[src/rtl/irq_ctrl.sv]
// Interrupt controller: synchronises request lines and latches their rising edges as pending.
// It takes the lowest-index enabled request and pushes the PC with interrupt semantics. It turns
// reti into an interrupt-mode pop so that the interrupted instruction is re-fetched. There is no
// nesting: one handler is active at a time.
module irq_ctrl #(
    parameter int unsigned NIRQ       = 4,
    parameter logic [9:0]  VEC_BASE   = 10'h3C0,
    parameter int unsigned VEC_STRIDE = 4
) (
    input  logic            clk,
    input  logic            reset,
    input  logic [NIRQ-1:0] irq,
    input  logic            ie_set,
    input  logic            ie_clr,
    input  logic            mask_we,
    input  logic [NIRQ-1:0] mask_in,
    input  logic            reti,
    input  logic            stack_full,
    output logic            push,
    output logic            pop,
    output logic            stack_int,
    output logic            pc_redirect,
    output logic [9:0]      vector,
    output logic            in_service,
    output logic [NIRQ-1:0] pending,
    output logic            reti_err
);

    localparam int unsigned IdW = (NIRQ > 1) ? $clog2(NIRQ) : 1;

    typedef enum logic [1:0] {
        StIdle,
        StTake,
        StService,
        StReturn
    } state_e;

    state_e          state_q, state_d;

    logic [NIRQ-1:0] s1_q, s2_q, s3_q;
    logic [NIRQ-1:0] rise;
    logic [NIRQ-1:0] pending_q, pending_d;
    logic [NIRQ-1:0] take_clr;
    logic [NIRQ-1:0] mask_q, mask_d;
    logic [NIRQ-1:0] eligible;
    logic            gie_q, gie_d;
    logic            reti_err_q, reti_err_d;
    logic [IdW-1:0]  id_q, id_d, win_id;
    logic [9:0]      vector_q, vector_d;
    logic [9:0]      vec_off;
    logic            take_start;

    // Two-flop synchroniser per line plus a history flop for edge detection
    always_ff @(posedge clk or negedge reset) begin
        if (!reset) begin
            s1_q <= '0;
            s2_q <= '0;
            s3_q <= '0;
        end else begin
            s1_q <= irq;
            s2_q <= s1_q;
            s3_q <= s2_q;
        end
    end

    assign rise = s2_q & ~s3_q;

    // Pending: the taken line is cleared as TAKE ends; a simultaneous new edge re-sets it
    always_comb begin
        take_clr = '0;
        if (state_q == StTake) begin
            take_clr[id_q] = 1'b1;
        end
        pending_d = (pending_q & ~take_clr) | rise;
    end

    // Control registers: ie_clr has priority over ie_set
    always_comb begin
        gie_d = gie_q;
        if (ie_set) begin
            gie_d = 1'b1;
        end
        if (ie_clr) begin
            gie_d = 1'b0;
        end
        mask_d = mask_we ? mask_in : mask_q;
    end

    // Priority pick: lowest eligible index wins
    always_comb begin
        eligible = pending_q & mask_q;
        win_id   = '0;
        for (int i = NIRQ - 1; i >= 0; i--) begin
            if (eligible[i]) begin
                win_id = IdW'(i);
            end
        end
    end

    // stack_full only gates the decision in IDLE
    assign take_start = (state_q == StIdle) & gie_q & (|eligible) & ~stack_full;

    // Winner id and its vector are captured on entry to TAKE and held until the next take
    always_comb begin
        vec_off  = 10'(32'(win_id) * VEC_STRIDE);
        id_d     = take_start ? win_id : id_q;
        vector_d = take_start ? (VEC_BASE + vec_off) : vector_q;
    end

    // Sticky error for a reti that has no handler to return from
    always_comb begin
        reti_err_d = reti_err_q;
        if (reti && ((state_q == StIdle) || (state_q == StTake))) begin
            reti_err_d = 1'b1;
        end
    end

    // Datapath and control register state
    always_ff @(posedge clk or negedge reset) begin
        if (!reset) begin
            pending_q  <= '0;
            mask_q     <= '0;
            gie_q      <= 1'b0;
            reti_err_q <= 1'b0;
            id_q       <= '0;
            vector_q   <= '0;
        end else begin
            pending_q  <= pending_d;
            mask_q     <= mask_d;
            gie_q      <= gie_d;
            reti_err_q <= reti_err_d;
            id_q       <= id_d;
            vector_q   <= vector_d;
        end
    end

    // FSM state register
    always_ff @(posedge clk or negedge reset) begin
        if (!reset) begin
            state_q <= StIdle;
        end else begin
            state_q <= state_d;
        end
    end

    // FSM next-state: one take, one service, one return cycle; reti in RETURN is ignored
    always_comb begin
        state_d = state_q;
        case (state_q)
            StIdle: begin
                if (take_start) begin
                    state_d = StTake;
                end
            end
            StTake: begin
                state_d = StService;
            end
            StService: begin
                if (reti) begin
                    state_d = StReturn;
                end
            end
            StReturn: begin
                state_d = StIdle;
            end
            default: begin
                state_d = StIdle;
            end
        endcase
    end

    // FSM outputs: decoded purely from registered state, so push and pop are exclusive
    always_comb begin
        push        = 1'b0;
        pop         = 1'b0;
        stack_int   = 1'b0;
        pc_redirect = 1'b0;
        in_service  = 1'b0;
        case (state_q)
            StTake: begin
                push        = 1'b1;
                stack_int   = 1'b1;
                pc_redirect = 1'b1;
            end
            StService: begin
                in_service = 1'b1;
            end
            StReturn: begin
                pop        = 1'b1;
                stack_int  = 1'b1;
                in_service = 1'b1;
            end
            default: begin
            end
        endcase
        vector   = vector_q;
        pending  = pending_q;
        reti_err = reti_err_q;
    end

endmodule

[config.mk]
export PLATFORM = sky130hd
export DESIGN_NAME = irq_ctrl
export DESIGN_NICKNAME = d
export VERILOG_FILES = /design/src/rtl/irq_ctrl.sv
export SDC_FILE = /design/constraint.sdc
export NUM_CORES = 1
export LEC_CHECK = 0
export BUFFER_PORTS_ARGS = -buffer_cell sky130_fd_sc_hd__buf_2
export CAP_MARGIN = 20
export CORE_ASPECT_RATIO = 1.5
export CORE_MARGIN = 5
export CORE_UTILIZATION = 43
export DETAILED_ROUTE_END_ITERATION = 10
export PLACE_DENSITY = 0.7
export SLEW_MARGIN = 30
export SYNTH_ARGS = -nofsm -noshare
export SYNTH_HDL_FRONTEND = slang
export SYNTH_SLANG_ARGS = --single-unit
[constraint.sdc]
create_clock -name clk -period 2.5 [get_ports clk]
set_clock_uncertainty 0.1 [all_clocks]
set_input_delay 0.375 -clock clk [delete_from_list [all_inputs] [get_ports clk]]
set_output_delay 0.375 -clock clk [all_outputs]
set_load 0.02 [all_outputs]
==> flow_summary_export.csv, run 1 <==
group,metric,value,unit
cells_and_area,nets,140,
synth,synth_warnings,0,
status,status,"completed",
placement,port_buffers,30,
grt,grt.total_usage,0.121,
grt,grt-ovfl-total,0,
synth,synth_most_common_cell,"dfrtp_1",
min_path,hp-start,"irq[3]",
critical_path,startpoint_type,"register",
critical_path,r2r_slack,0.73,ns
power,powerDensity,1100,mW/mm2
clocking,worstSkewPairLatency,0.31,ns
clocking,cts_buffer_depth,2,
power,power_frac_comb,0.445,
synth,synth.area.top_cells,"dfrtp_1 (61%), ha_1 (5.6%), buf_4 (5.4%), o21ai_0 (4.5%), mux2_2 (4.1%)",
critical_path,cp_slowest_cell,"dfrtp_1",
sta,rsz0062_at_grt,"no",
synth,netlist_instances,89,
sta,worst_pin_slew,0.578,ns
critical_path,required,2.03,ns
grt,grtUsageMet1,0.149,
critical_path,endpoint_kind,"output pin",
grt,antenna_found_initial,0,
sta,clock.fmax,484,MHz
detailed_routing,wl,1.91,mm
die,initial_core_util,0.448,
cells_and_area,final_cell_area,0.00128,mm2
critical_path,rr_endpoint,"id_q[0]",
clocking,ctsHoldBuffers,1,
detailed_routing,vias_per_cell,5.10,
critical_path,r2r-start,"state_q[1]",
die,ios,35,
synth,syn_area,0.00111,mm2
placement,dp_hpwl,1.50,mm
clocking,cts_max_level,1,
power,p_leak,0.626,nW
clocking,cts_tree,"done",
synth,avgSynthCellArea,12.5,um2
cells_and_area,drive_gt1_frac,0.353,
sta,tns,0,ns
synth,yosysTopAreaCell,"dfrtp_1",
job,cap_violations,0,
min_path,hold_path.class,"in -> reg",
critical_path,crit_fanout,6,
cells_and_area,instances_no_fill,143,
grt,grt_max_degree,28,
placement,placed_cells,138,
placement,place_congestion,0.717,
placement,pre_cts_ws,0.754,ns
sta,hold-worst-slack,0.0525,ns
sta,final.period_utilization,0.826,
sta,setup_viol,0,
cells_and_area,final_util,0.516,
detailed_routing,drt-initial-drc-count,15,
synth,synth_top_cell_area_share,0.609,
clocking,cts_root_buf,"clkbuf_4",
sta,hold_viol_final,0,
grt,busiest_layer,"met2",
cells_and_area,syn2layout_area_growth,15.1,%
grt,grt_use_met2,0.198,
detailed_routing,vias,730,
clocking,clkTransAtPathRegs,0.13,ns
power,power,1.41,mW
detailed_routing,drc,0,
clocking,cts_buffers,3,
clocking,cts-resized-gates,0,
critical_path,max_stage_delay,0.43,ns
critical_path,critPathKind,"reg -> out",
sta,finalWorstSetupSlack,0.435,ns
clocking,cts_setup_buffers,0,
power,irDropWorstVdd,0.000536,V
critical_path,cp.arrival,1.59,ns
die,coreArea,0.00248,mm2
sta,slew_violations,0,
die,die_area,0.00372,mm2
detailed_routing,ant_nets,0,
power,internal_power,0.830,mW
grt,met3_usage,0.0267,
detailed_routing,drt-pass1-iter-count,4,
grt,grt_first_pass_wirelength,3.39,mm
synth,async_flop_share,1.00,
synth,synth-main-ff-cell,"dfrtp_1",
synth,seq_area_frac_synth,0.609,
critical_path,startpoint,"state_q[1]",
die,dieHeight,72.2,um
min_path,hold-path-endpoint,"s1_q[3]",
power,clock_power_share,0.125,
power,power.switching,0.578,mW
sta,max-slew-margin-rel,0.615,
synth,synth.ff_latch_count,27,
critical_path,reg2reg_depth,5,
sta,period_minus_slack,2.06,ns
cells_and_area,diodes,0,
placement,dpl_cell_area,0.00124,mm2
power,p_sw_frac,0.411,
critical_path,path_cells,"inv_1, ha_1, or2_2, buf_2",
die,num_rows,22,
detailed_routing,detail_route.wl_per_cell,13.4,um
die,die_w,51.5,um
power,p_seq_frac,0.430,
min_path,min_path_cells,1,
clocking,cts_sinks,27,
synth,synth_edf_count,0,
synth,yosys-top-cells-count,"dfrtp_1 (27), o21ai_0 (10), buf_4 (8)",
synth,synth_cell_types,22,
grt,grt_pass1_vias,760,
[logic make-up after synthesis]
| logic type | synth area share |
|---|---|
| AOI/OAI and AO/OA | 0.116 |
| DFF | 0.609 |
| buffers and inverters | 0.0778 |
| adders and majority gates | 0.0564 |
| and+or+nand+nor | 0.0744 |
| other | 0.00338 |
| muxes | 0.0631 |
[routing by layer]
layer  share of wire  wire, um
met4          0.0099        19
met2            0.53      1010
met3           0.070       133
met5               0         0
met1            0.39       746
[worst max-delay path, delay by kind of cell, from the launching register on]
| kind | cells | cell delay [ns] |
|---|---|---|
| buffers and inverters | 2 | 0.28 |
| and+or+nand+nor | 1 | 0.31 |
| adders and majority gates | 1 | 0.27 |
| DFF | 1 | 0.43 |
[registers in the layout, summed over array words and instances (netlist names)]
register  cells
vector        2
state_q       2
id_q          1
pending       4
s3_q          4
mask_q        4
reti_err      1
gie_q         1
s2_q          4
s1_q          4
[area by class of cell]
type / instances / area (um2)
clock buffer: 4 / 26.3
tap: 24 / 30.0
sequential: 27 / 676
timing repair buffer: 31 / 160
multi-input combinational: 50 / 359
inverter: 7 / 26.3
fill: 236 / 1200
[worst max-delay path by stage]
| stage | end | cells past startpoint |
|---|---|---|
| 2_1_floorplan | stack_int | 3 |
| 3_3_place_gp | id_q[0] | 5 |
| 3_5_place_dp | id_q[0] | 5 |
| 4_1_cts | stack_int | 4 |
| 5_1_grt | in_service | 4 |
| 6_report | stack_int | 4 |
[placed cells by master (no fill, tap or decap)]
cell type      instances
o21a_4                 1
inv_1                  7
mux2_4                 1
conb_1                 4
a22o_1                 2
a21oi_1                3
nor2_1                 3
o32ai_1                1
nand2_1                3
buf_2                 30
mux2i_1                1
and3b_1                1
or2_2                  3
clkbuf_4               3
a211oi_1               1
a32oi_1                1
nor3b_1                1
mux2_2                 4
nand2b_1               4
dlygate4sd3_1          1
clkbuf_1               1
a31oi_1                1
ha_1                   5
dfrtp_1               27
o21ai_0               10
[power groups by stage]
stage          Sequential [mW]  Combinational [mW]  Clock [mW]
2_1_floorplan            0.656               0.416           0
3_3_place_gp             0.605               0.605           0
3_5_place_dp             0.612               0.628           0
4_1_cts                  0.604               0.633       0.188
5_1_grt                  0.617               0.687       0.212
6_report                 0.605               0.626       0.176
Power figures use the tool's default switching activity.
==> run 2, diff against run 1 <==
==> constraint.sdc (replaced) <==
create_clock -name clk -period 2 [get_ports clk]
set_clock_uncertainty 0.1 [all_clocks]
set_input_delay 0.3 -clock clk [delete_from_list [all_inputs] [get_ports clk]]
set_output_delay 0.3 -clock clk [all_outputs]
set_load 0.02 [all_outputs]
==> run 2 against run 1 <==
  * Routed wire length increased by 1.2%
  * Via count increased by 2.6%
  * Core utilization increased by 2.9 points
  * Register-to-register slack got worse by 0.47 ns
  * Worst hold slack improved by 0.040 ns
  * Critical path depth unchanged
  * Critical path type unchanged
  * Largest cell class unchanged
  * Largest power group unchanged
==> flow_summary_export.csv, run 2 (same netlist as run 1, synthesis figures left out) <==
group,metric,value,unit
sta,setup_viol,0,
power,power.switching,0.735,mW
die,die_area,0.00372,mm2
sta,period_minus_slack,1.92,ns
cells_and_area,drive_gt1_frac,0.381,
cells_and_area,instances_no_fill,150,
critical_path,r2r_slack,0.26,ns
min_path,hold_path.class,"in -> reg",
sta,hold_viol_final,0,
cells_and_area,layout_commonest_cell,"buf_2",
power,clock_power_share,0.126,
cells_and_area,diodes,0,
power,internal_power,1.07,mW
clocking,cts_max_level,1,
clocking,clkTransAtPathRegs,0.13,ns
clocking,cts_root_buf,"clkbuf_4",
placement,place_congestion,0.704,
job,cap_violations,0,
critical_path,required,1.60,ns
detailed_routing,drt-pass1-iter-count,4,
die,die_w,51.5,um
critical_path,startpoint_type,"register",
die,num_rows,22,
cells_and_area,nets,147,
die,coreArea,0.00248,mm2
grt,grt-ovfl-total,0,
detailed_routing,wl,1.93,mm
detailed_routing,detail_route.wl_per_cell,12.9,um
sta,tns,0,ns
power,power_frac_comb,0.458,
sta,clock.fmax,521,MHz
grt,antenna_found_initial,0,
detailed_routing,vias,749,
sta,max-slew-margin-rel,0.614,
status,status,"completed",
clocking,cts_sinks,27,
clocking,cts_tree,"done",
placement,dpl_cell_area,0.00124,mm2
power,p_seq_frac,0.416,
detailed_routing,vias_per_cell,4.99,
critical_path,endpoint_kind,"output pin",
power,p_leak,0.655,nW
power,irDropWorstVdd,0.000634,V
detailed_routing,drc,0,
grt,grt.total_usage,0.120,
detailed_routing,ant_nets,0,
die,dieHeight,72.2,um
placement,placed_cells,138,
clocking,cts_buffers,3,
clocking,worstSkewPairLatency,0.32,ns
sta,slew_violations,0,
grt,grt_max_degree,28,
critical_path,cp.arrival,1.52,ns
detailed_routing,drt-initial-drc-count,16,
cells_and_area,final_cell_mix,"buf_2 (30), dfrtp_1 (27), o21ai_0 (10)",
grt,grt_pass1_vias,778,
cells_and_area,final_cell_area,0.00135,mm2
cells_and_area,n_fill_cell,227,
critical_path,critPathKind,"reg -> out",
power,p_sw_frac,0.407,
sta,final.period_utilization,0.959,
placement,port_buffers,30,
clocking,cts_buffer_depth,2,
power,powerDensity,1340,mW/mm2
placement,dp_hpwl,1.44,mm
grt,grt_first_pass_wirelength,3.37,mm
sta,worst_pin_slew,0.579,ns
die,ios,35,
critical_path,crit_fanout,4,
cells_and_area,syn2layout_area_growth,21.5,%
die,initial_core_util,0.448,
-- run 2: cell count changes in the layout (fill, tap and decap cells not counted) --
cell           previous run  this run
dlygate4sd3_1             1         6
buf_4                     0         2
ha_1                      5         3
ha_2                      0         2
clkbuf_1                  1         0
clkinv_2                  0         1
inv_1                     7         6
inv_2                     0         1
-- run 2: what timing repair did --
action,in CTS,in global routing
resized for setup,0,3
setup endpoints to repair,0,2
hold buffers,5,1
buffers inserted,0,2
endpoints found under the hold margin,31,1
-- run 2: power groups by stage --
stage	clock [mW]	combinational [mW]	sequential (mW)
floorplan	0	0.519	0.820
global route	0.265	0.907	0.768
finish	0.228	0.826	0.752
global placement	0	0.755	0.756
detailed placement	0	0.777	0.763
CTS	0.234	0.792	0.751
-- run 2: path summary, 6_finish.rpt --
check,depth (start not counted),to,startpoint
max in group asynchronous,2,s2_q[0],reset
worst min register to register,0,s2_q[2],s1_q[2]
worst min-delay path,3,gie_q,ie_set
worst max-delay path,4,stack_int,state_q[1]
min in group asynchronous,2,mask_q[3],reset
worst max register to register,5,id_q[0],state_q[1]
-- run 2: per-layer routing --
layer	global-route usage	vias up	part of all wire
li1	-	361	-
met1	0.139	356	0.39
met2	0.205	28	0.52
met3	0.0287	4	0.073
met4	0.0525	0	0.013
met5	0	-	0
-- run 2: worst max-delay path, cell delays in order, from the launching register on --
cell	delay [ns]
dfrtp_1	0.44
buf_4	0.15
ha_1	0.20
or2_2	0.27
buf_2	0.16
-- run 2: cell type report --
| class | count | area, um2 | area share |
|---|---|---|---|
| Sequential cell | 27 | 676 | 0.501 |
| Multi-Input combinational cell | 50 | 364 | 0.270 |
| Timing Repair Buffer | 38 | 225 | 0.167 |
| Tap cell | 24 | 30.0 | 0.0223 |
| Inverter | 7 | 26.3 | 0.0195 |
| Clock buffer | 3 | 22.5 | 0.0167 |
| Clock inverter | 1 | 5.00 | 0.00371 |
-- run 2: through the flow --
stage | hold WS (ns) | setup slack [ns] | util | power [mW]
2_1_floorplan | -0.0956 | 0.412 | - | 1.34
3_3_place_gp | 0.223 | 0.362 | 0.501 | 1.51
3_5_place_dp | 0.231 | 0.263 | 0.501 | 1.54
4_1_cts | 0.00992 | 0.0292 | 0.532 | 1.78
5_1_grt | 0.0714 | -0.000579 | 0.544 | 1.94
6_report | 0.0925 | 0.0824 | 0.544 | 1.81
